$ cat src/rtl/gpmc_pkg.sv
// Shared definitions for the GPMC initiator: AD bus width, default phase timing,
// FSM state encoding and a helper that clamps phase lengths to at least one cycle.
// Ports: none (package only).
package gpmc_pkg;

    localparam int AD_W         = 16;
    localparam int DEF_ADDR_CYC = 2;
    localparam int DEF_ACC_CYC  = 4;
    localparam int DEF_RCV_CYC  = 2;
    localparam int DEF_CNT_W    = 4;

    typedef enum logic [2:0] {
        ST_IDLE     = 3'd0,
        ST_ADDR     = 3'd1,
        ST_ADV_HOLD = 3'd2,
        ST_WR_DATA  = 3'd3,
        ST_RD_TURN  = 3'd4,
        ST_RD_ACC   = 3'd5,
        ST_RECOVER  = 3'd6
    } gpmc_state_t;

    // A programmed length of 0 behaves like 1 so every phase is visible on the bus.
    function automatic int cyc_min1(input int cyc);
        return (cyc < 1) ? 1 : cyc;
    endfunction

endpackage

$ cat src/rtl/gpmc_phase_timer.sv
// Loadable down-counter that times one bus phase; o_zero marks the last cycle of the phase.
// Latency: load takes effect on the next rising edge; o_zero is a decode of the count register.
// Backpressure: none. Ports: i_clk/i_rst_n, i_load + i_load_val (N-1), o_zero.
module gpmc_phase_timer #(
    parameter int CNT_W = 4
) (
    input  logic             i_clk,
    input  logic             i_rst_n,
    input  logic             i_load,
    input  logic [CNT_W-1:0] i_load_val,
    output logic             o_zero
);

    logic [CNT_W-1:0] r_cnt;

    // Holds at zero rather than wrapping, so a phase can never stretch by 2**CNT_W cycles.
    always_ff @(posedge i_clk or negedge i_rst_n) begin
        if (!i_rst_n) begin
            r_cnt <= '0;
        end else if (i_load) begin
            r_cnt <= i_load_val;
        end else if (r_cnt != '0) begin
            r_cnt <= r_cnt - 1'b1;
        end
    end

    assign o_zero = (r_cnt == '0);

endmodule

$ cat src/rtl/gpmc_master.sv
// GPMC async multiplexed 16-bit bus initiator: one valid/ready request -> one bus cycle.
// Latency: accept edge to RSP_VALID = ADDR+1+ACC+RCV+1 (write), ADDR+2+ACC+RCV+1 (read).
// Backpressure: o_req_ready is high only in IDLE, including the cycle o_rsp_valid pulses.
// Ports: i_clk_100m/i_rst_n; i_req_* request in, o_req_ready; o_rsp_valid/o_rsp_rdata response;
//        o_gpmc_* registered bus strobes and AD output/enable, i_gpmc_ad_i AD input; o_busy.
module gpmc_master
    import gpmc_pkg::*;
#(
    parameter int ADDR_CYC = DEF_ADDR_CYC,
    parameter int ACC_CYC  = DEF_ACC_CYC,
    parameter int RCV_CYC  = DEF_RCV_CYC,
    parameter int CNT_W    = DEF_CNT_W
) (
    input  logic            i_clk_100m,
    input  logic            i_rst_n,
    input  logic            i_req_valid,
    output logic            o_req_ready,
    input  logic            i_req_we,
    input  logic [AD_W-1:0] i_req_addr,
    input  logic [AD_W-1:0] i_req_wdata,
    input  logic            i_req_be0n,
    output logic            o_rsp_valid,
    output logic [AD_W-1:0] o_rsp_rdata,
    output logic [AD_W-1:0] o_gpmc_ad_o,
    output logic            o_gpmc_ad_oe,
    input  logic [AD_W-1:0] i_gpmc_ad_i,
    output logic            o_gpmc_advn,
    output logic            o_gpmc_csn1,
    output logic            o_gpmc_wein,
    output logic            o_gpmc_oen,
    output logic            o_gpmc_be0n,
    output logic            o_busy
);

    localparam logic [CNT_W-1:0] LD_ADDR = CNT_W'(cyc_min1(ADDR_CYC) - 1);
    localparam logic [CNT_W-1:0] LD_ACC  = CNT_W'(cyc_min1(ACC_CYC) - 1);
    localparam logic [CNT_W-1:0] LD_RCV  = CNT_W'(cyc_min1(RCV_CYC) - 1);

    gpmc_state_t     r_state;
    gpmc_state_t     w_next;
    logic            w_zero;
    logic            w_load;
    logic [CNT_W-1:0] w_load_val;

    logic            r_we;
    logic [AD_W-1:0] r_wdata;
    logic [AD_W-1:0] r_rd_cap;

    gpmc_phase_timer #(
        .CNT_W (CNT_W)
    ) u_timer (
        .i_clk      (i_clk_100m),
        .i_rst_n    (i_rst_n),
        .i_load     (w_load),
        .i_load_val (w_load_val),
        .o_zero     (w_zero)
    );

    // Next-state decode. Every phase exits to a different state, so any state
    // change is a phase entry and reloads the timer with that phase's length-1.
    always_comb begin
        w_next     = r_state;
        w_load_val = '0;
        case (r_state)
            ST_IDLE:     if (i_req_valid) w_next = ST_ADDR;
            ST_ADDR:     if (w_zero)      w_next = ST_ADV_HOLD;
            ST_ADV_HOLD: if (w_zero)      w_next = r_we ? ST_WR_DATA : ST_RD_TURN;
            ST_WR_DATA:  if (w_zero)      w_next = ST_RECOVER;
            ST_RD_TURN:  if (w_zero)      w_next = ST_RD_ACC;
            ST_RD_ACC:   if (w_zero)      w_next = ST_RECOVER;
            ST_RECOVER:  if (w_zero)      w_next = ST_IDLE;
            default:                      w_next = ST_IDLE;
        endcase
        w_load = (w_next != r_state);
        case (w_next)
            ST_ADDR:    w_load_val = LD_ADDR;
            ST_WR_DATA: w_load_val = LD_ACC;
            ST_RD_ACC:  w_load_val = LD_ACC;
            ST_RECOVER: w_load_val = LD_RCV;
            default:    w_load_val = '0;
        endcase
    end

    // State and all bus outputs are registered from the next state, so the pins
    // change exactly on the phase-entry edge and never glitch.
    always_ff @(posedge i_clk_100m or negedge i_rst_n) begin
        if (!i_rst_n) begin
            r_state      <= ST_IDLE;
            r_we         <= 1'b0;
            r_wdata      <= '0;
            r_rd_cap     <= '0;
            o_req_ready  <= 1'b1;
            o_busy       <= 1'b0;
            o_rsp_valid  <= 1'b0;
            o_rsp_rdata  <= '0;
            o_gpmc_ad_o  <= '0;
            o_gpmc_ad_oe <= 1'b0;
            o_gpmc_advn  <= 1'b1;
            o_gpmc_csn1  <= 1'b1;
            o_gpmc_wein  <= 1'b1;
            o_gpmc_oen   <= 1'b1;
            o_gpmc_be0n  <= 1'b1;
        end else begin
            r_state     <= w_next;
            o_req_ready <= (w_next == ST_IDLE);
            o_busy      <= (w_next != ST_IDLE);
            o_rsp_valid <= (r_state == ST_RECOVER) && (w_next == ST_IDLE);

            // Sample the slave's data on the final access cycle, while OEN is still low.
            if (r_state == ST_RD_ACC && w_zero) begin
                r_rd_cap <= i_gpmc_ad_i;
            end
            // Published only with the response so the old value stays stable until then.
            if (r_state == ST_RECOVER && w_next == ST_IDLE) begin
                o_rsp_rdata <= r_we ? '0 : r_rd_cap;
            end

            if (w_next != r_state) begin
                case (w_next)
                    ST_ADDR: begin
                        // Entered only from IDLE on the accept edge: take REQ_* directly.
                        r_we         <= i_req_we;
                        r_wdata      <= i_req_wdata;
                        o_gpmc_ad_o  <= i_req_addr;
                        o_gpmc_ad_oe <= 1'b1;
                        o_gpmc_csn1  <= 1'b0;
                        o_gpmc_advn  <= 1'b0;
                        o_gpmc_be0n  <= i_req_be0n;
                        o_gpmc_wein  <= 1'b1;
                        o_gpmc_oen   <= 1'b1;
                    end
                    ST_ADV_HOLD: begin
                        o_gpmc_advn <= 1'b1;
                    end
                    ST_WR_DATA: begin
                        o_gpmc_ad_o <= r_wdata;
                        o_gpmc_wein <= 1'b0;
                    end
                    ST_RD_TURN: begin
                        // Release AD a full cycle before OEN lets the slave drive it.
                        o_gpmc_ad_oe <= 1'b0;
                        o_gpmc_oen   <= 1'b1;
                    end
                    ST_RD_ACC: begin
                        o_gpmc_oen <= 1'b0;
                    end
                    ST_RECOVER: begin
                        o_gpmc_ad_oe <= 1'b0;
                        o_gpmc_csn1  <= 1'b1;
                        o_gpmc_advn  <= 1'b1;
                        o_gpmc_wein  <= 1'b1;
                        o_gpmc_oen   <= 1'b1;
                        o_gpmc_be0n  <= 1'b1;
                    end
                    default: begin
                        o_gpmc_ad_oe <= 1'b0;
                        o_gpmc_csn1  <= 1'b1;
                        o_gpmc_advn  <= 1'b1;
                        o_gpmc_wein  <= 1'b1;
                        o_gpmc_oen   <= 1'b1;
                        o_gpmc_be0n  <= 1'b1;
                    end
                endcase
            end
        end
    end

endmodule

$ cat config.mk
export PLATFORM = sky130hd
export DESIGN_NAME = gpmc_master
export DESIGN_NICKNAME = d
export VERILOG_FILES = /design/src/rtl/gpmc_pkg.sv /design/src/rtl/gpmc_phase_timer.sv /design/src/rtl/gpmc_master.sv
export SDC_FILE = /design/constraint.sdc
export NUM_CORES = 1
export LEC_CHECK = 0
export ABC_CLOCK_PERIOD_IN_PS = 4800
export CAP_MARGIN = 20
export CORE_MARGIN = 2
export CORE_UTILIZATION = 42
export CTS_BUF_LIST = sky130_fd_sc_hd__clkbuf_8 sky130_fd_sc_hd__clkbuf_16
export DETAILED_ROUTE_END_ITERATION = 12
export HOLD_SLACK_MARGIN = 0.05
export PLACE_DENSITY_LB_ADDON = 0.3
export REMOVE_ABC_BUFFERS = 1
export SYNTH_ARGS = -nofsm -noshare
export SYNTH_HDL_FRONTEND = slang
export SYNTH_SLANG_ARGS = --single-unit
$ cat constraint.sdc
create_clock -name i_clk_100m -period 4.8 [get_ports i_clk_100m]
set_input_delay 0.96 -clock i_clk_100m [delete_from_list [all_inputs] [get_ports i_clk_100m]]
set_output_delay 0.96 -clock i_clk_100m [all_outputs]
set_load 0.05 [all_outputs]
* After elaboration in Yosys (flattened, before gate mapping)
Cells that the tools add are included.
Widths: inputs -> output; s select.
** Cells by class
- Multiplexer cells :: 19
- Add/subtract/negate cells :: 1
- Reduce and logical (&&, ||, !) cells :: 24
- Eq/ne operators :: 13
- Bitwise logic cells :: 5
** Operators by type and width (count)
- $pmux 16 s2 :: 1
- $mux 3 :: 7
- $eq 3x3->1 const B :: 6
- $pmux 3 s6 :: 1
- $mux 16 :: 1
- $reduce_and 2->1 :: 7
- $eq 3x2->1 const B :: 4
- $pmux 1 s2 :: 6
- $reduce_or 3->1 :: 3
- $mux 4 :: 2
- $reduce_or 2->1 :: 4
- $eq 3x1->1 const B :: 2
- $logic_not 3->1 :: 2
- $not 1->1 :: 5
- $logic_not 4->1 :: 1
- $pmux 2 s2 :: 1
- $reduce_bool 2->1 :: 2
- $reduce_bool 4->1 :: 1
- $reduce_or 4->1 :: 1
- $sub 4x1->4 const B :: 1
- $ne 3x3->1 :: 1
- $reduce_bool 3->1 :: 1
- $logic_and 1x1->1 :: 2
** Storage, ports and cells
- Input port bits :: 53
- Logic and storage cells :: 78
- Bits in registers :: 81

* Logic depth before layout (Yosys ltp)
- Depth after elaboration :: 7
- Gate-level depth with buffers :: 10

* By module
A second synthesis with hierarchy kept.
** Second synthesis, totals
- Cell total of the unflattened synthesis :: 312
- Area, all modules :: 3611.0 µm²
** Modules (own cells, without submodules)
- gpmc_master :: times used 1, cells an instance 289, sequential area each 1934.4 µm², area each 3378.2 µm²
- gpmc_phase_timer :: times used 1, cells an instance 23, sequential area each 100.1 µm², area each 232.7 µm²

* Worst setup path before layout
No wires, ideal clock.
- Kind :: reg-to-reg
- Start point :: register u_timer.r_cnt[0]
- End point :: register o_gpmc_ad_o[10]
- Arrival :: 2.204 ns
- Library setup time :: 0.125 ns
- Cell stages (with the launch flop) :: 8
- Clock period less this slack :: 2.329 ns
- Data required time :: 4.675 ns
- Setup slack :: 2.471 ns
- Buffers on the path :: 1
- Cell sequence :: dfrtp_1 inv_1 ha_1 nor3b_2 mux2i_2 buf_2 mux2_1 mux2_2
** On the way
- Cells in the longest elaborated chain, start to end :: 6
** Ends and longest elaborated chain
- start: declaration :: RTL line gpmc_phase_timer.sv:14 : logic [CNT_W-1:0] r_cnt;
- start signal: assignment :: RTL line gpmc_phase_timer.sv:21 : r_cnt <= i_load_val;
- start signal: assignment :: RTL line gpmc_phase_timer.sv:23 : r_cnt <= r_cnt - 1'b1;
- $logic_not 4->1 (*) :: RTL line gpmc_phase_timer.sv:27 : assign o_zero = (r_cnt == '0);
- $mux 3 (on tied branches)
- $pmux 3 s6 (*) :: RTL line gpmc_master.sv:64 : case (r_state)
- $eq 3x1->1 / $eq 3x2->1 (equally long branches) :: RTL line gpmc_master.sv:119 : case (w_next)
- $reduce_bool 2->1 (no line)
- $reduce_and 2->1 (no line)
- end signal: assignment :: RTL line gpmc_master.sv:124 : o_gpmc_ad_o <= i_req_addr;
- end signal: assignment :: RTL line gpmc_master.sv:136 : o_gpmc_ad_o <= r_wdata;
- end: declaration :: RTL line gpmc_master.sv:24 : output logic [AD_W-1:0] o_gpmc_ad_o,
Every way passes the cells marked *; elsewhere a longest branch is shown, timed or not.
A chain may end at the register's enable or synchronous reset.

* Worst setup path in the final report
- Start point :: register u_timer.r_cnt[0]
- End point :: register o_gpmc_ad_o[5]
The elaborated chain is that of the path after synthesis.

==> flow_summary_export.csv <==
group,metric,value,unit
status,outcome,"finished, final reports clean",
floorplanning,start_util,43.62,%
yosys,ys_top_cells_by_count,"dfrtp_1, nand2_1, mux2_2, inv_1, o21ai_0",
setup_path,critPathCaptureType,"register",
setup_path,critPathArrivalTime,2.90,ns
route,wl_per_cell,14.63,um
placed_design,io_buffers,93,
clock_network,ctsHoldBuffers,0,
worst_hold_path,hold_class,"in -> async",
yosys,yosysUniqueCellTypes,36,
yosys,synthTopCellsByArea,"dfrtp_1, mux2_2, nand2_1",
clock_network,ctsResizeCount,0,
power,p_comb_share,50.8,%
placed_design,dpl.hpwl,5085,um
clock_network,htreeDepth,3,
timing,fin_setup_tns,0,ns
global_routing,antenna_found_initial,0,
global_routing,grt_pass1_wl,12810,um
yosys,synth_top_cell_area_share,52.10,%
setup_path,crit_required,5.03,ns
clock_network,cts_tree,"built",
yosys,synth_most_common_cell,"dfrtp_1",
power,ir_drop,0.3601,mV
timing,rsz0062_at_grt,"false",
clock_network,cts-root-buf,"clkbuf_8",
floorplanning,rows,33,
setup_path,cp_max_fo,18,
timing,report.final.hold_viol_count,0,
final_layout,n_antenna_cell,0,
yosys,ys_seq_area_share,56.48,%
timing,slew_violations,0,
global_routing,gr-total-overflow,0,
route,drt_iter0_drc,114,
final_layout,syn2layout_area_growth,34.66,%
floorplanning,coreArea,8258,um^2
route,vias,2637,
setup_path,crit_path_start_kind,"register",
route,drtAntennaViolNets,0,
route,drc,0,
global_routing,grt_max_degree,82,
yosys,synth.ff_latch_count,81,
timing,relSlewSlack,45.57,%
timing,max_freq,373.5,MHz
yosys,synth_edf_count,0,
timing,clock_skew,0.01039,ns
yosys,ys.flop_type,"dfrtp_1",
timing,setup_viol,0,
power,p_sw,1.537,mW
power,power_frac_seq,35.5,%
floorplanning,dieHeight,96.61,um
yosys,synthArstFlopShare,100.0,%
power,clock_power_share,13.7,%
final_layout,drive_gt1_share,17.55,%
setup_path,critPathKind,"reg -> reg",
power,p_leak,2.110,nW
floorplanning,die_w,96.61,um
floorplanning,io_pins,94,
timing,worst_pin_slew,0.8144,ns
power,internal-power,2.020,mW
power,p_total,3.557,mW
power,cellPowerDensity,733.2,nW/um^2
final_layout,fin_nets,467,
route,viasPerCell,5.061,
yosys,synth_top_cell_by_area,"dfrtp_1",
timing,min_period,2.678,ns
placed_design,gp_congestion,0.8599,
route,firstDrtPassIters,4,
yosys,netlist_instances,319,
clock_network,clock_latency,0.34,ns
floorplanning,fp.dieArea,9333,um^2
job,maxCapViolCount,0,
clock_network,numCtsBuffers,9,
yosys,ys_warn_count,0,
timing,finalCritPeriodShare,55.78,%
clock_network,cts_buffer_depth,2,
route,wl,7621,um
global_routing,grt_util_all_layers,16.88,%
final_layout,nFillCells,702,
clock_network,cts.clk_slew.worst_paths,0.08,ns
clock_network,clkSinkCount,81,
power,switching_share,43.21,%
yosys,synth_area_per_cell,11.29,um^2
clock_network,cts_setup_buffers,0,
global_routing,grt_pass1_vias,2691,
yosys,syn_area,3602,um^2
placed cells by master (no fill, tap or decap), drive strengths merged, types with 3 or more instances in the layout:
master / count
clkbuf: 10
nor2b: 3
nand2: 59
buf: 5
mux2: 49
clkdlybuf4s50: 92
a21oi: 6
dfstp: 6
nand3b: 18
nor2: 7
nand2b: 3
nor3: 3
o21ai: 21
a21boi: 3
dfrtp: 75
inv: 23
ha: 3
logic make-up (layout without fill, tap and decap cells):
family / Yosys count / after routing / share of synthesized area, %
DFF: 81 / 81 / 56.48
AOI/OAI and AO/OA: 42 / 42 / 7.260
xor gates and xnor gates: 2 / 2 / 0.4864
adders and majority gates: 3 / 3 / 1.042
muxes: 51 / 51 / 15.98
buffers and inverters: 38 / 135 / 4.168
and+or+nand+nor: 102 / 102 / 14.59
routing by layer:
metal  routed length, um  GRT usage (%)  vias up
met4                  96          5.200        0
li1                    -              -     1262
met3                 519          5.780        7
met2                3455          25.80       92
met5                   0              0        -
met1                3549          22.80     1276
power groups by stage:
stage	sequential, mW	combinational [mW]	clock, mW
after floorplan	1.80	0.683	0
after global placement	1.27	1.77	0
after detailed placement	1.27	1.81	0
after CTS	1.26	1.82	0.503
after global routing	1.31	1.94	0.531
final	1.26	1.81	0.486
worst paths after layout:
check	to	cells after the start	slack [ns]	from
worst max-delay path	o_gpmc_ad_o[5]	7	2.12	u_timer.r_cnt[0]
worst min-delay path	o_rsp_rdata[1]	1	0.43	i_rst_n
worst max register to register	o_gpmc_ad_o[5]	7	2.12	u_timer.r_cnt[0]
worst min register to register	r_wdata[8]	2	0.48	r_wdata[8]
max in group asynchronous	o_gpmc_oen	2	3.78	i_rst_n
min in group i_clk_100m	r_wdata[8]	2	0.48	r_wdata[8]
layout make-up:
cell class	instances	area [um^2]	area share [%]
clock buffer	10	137.6	2.837
clock inverter	6	58.81	1.212
inverter	22	82.58	1.702
multi-input combinational	200	1420	29.28
sequential	81	2034	41.94
tap	105	131.4	2.708
timing repair buffer	97	985.9	20.33
registers in the layout, indices dropped and copies added (netlist names):
name / cells
o_gpmc_ad_o: 16
o_rsp_rdata: 16
r_rd_cap: 16
r_wdata: 16
u_timer.r_cnt: 4
r_state: 3
o_busy: 1
o_gpmc_ad_oe: 1
o_gpmc_advn: 1
o_gpmc_be0n: 1
o_gpmc_csn1: 1
o_gpmc_oen: 1
o_gpmc_wein: 1
o_req_ready: 1
o_rsp_valid: 1
r_we: 1
metrics by stage:
| stage | instance area [um^2] | std cells | hold WS [ns] | util [%] | worst slack, ns |
|---|---|---|---|---|---|
| 6_report | 4851 | 521 | 0.4269 | 58.74 | 2.122 |
| 3_5_place_dp | 4612 | 503 | 0.4625 | 55.85 | 1.896 |
| 4_1_cts | 4808 | 519 | 0.4827 | 58.23 | 2.118 |
| 5_1_grt | 4851 | 521 | 0.4108 | 58.74 | 1.925 |
| 2_1_floorplan | 3535 | 303 | 0.4401 | - | 2.083 |
| 3_3_place_gp | 4612 | 503 | 0.4515 | 55.85 | 1.930 |
worst max-delay path, stage by stage (launching register included):
cell and delay (ns):
dfrtp_1 0.40, inv_1 0.07, ha_1 0.24, nor3b_2 0.66, mux2i_2 0.28, buf_4 0.30
mux2_2 0.36, mux2_2 0.26
Power figures use the tool's default switching activity.
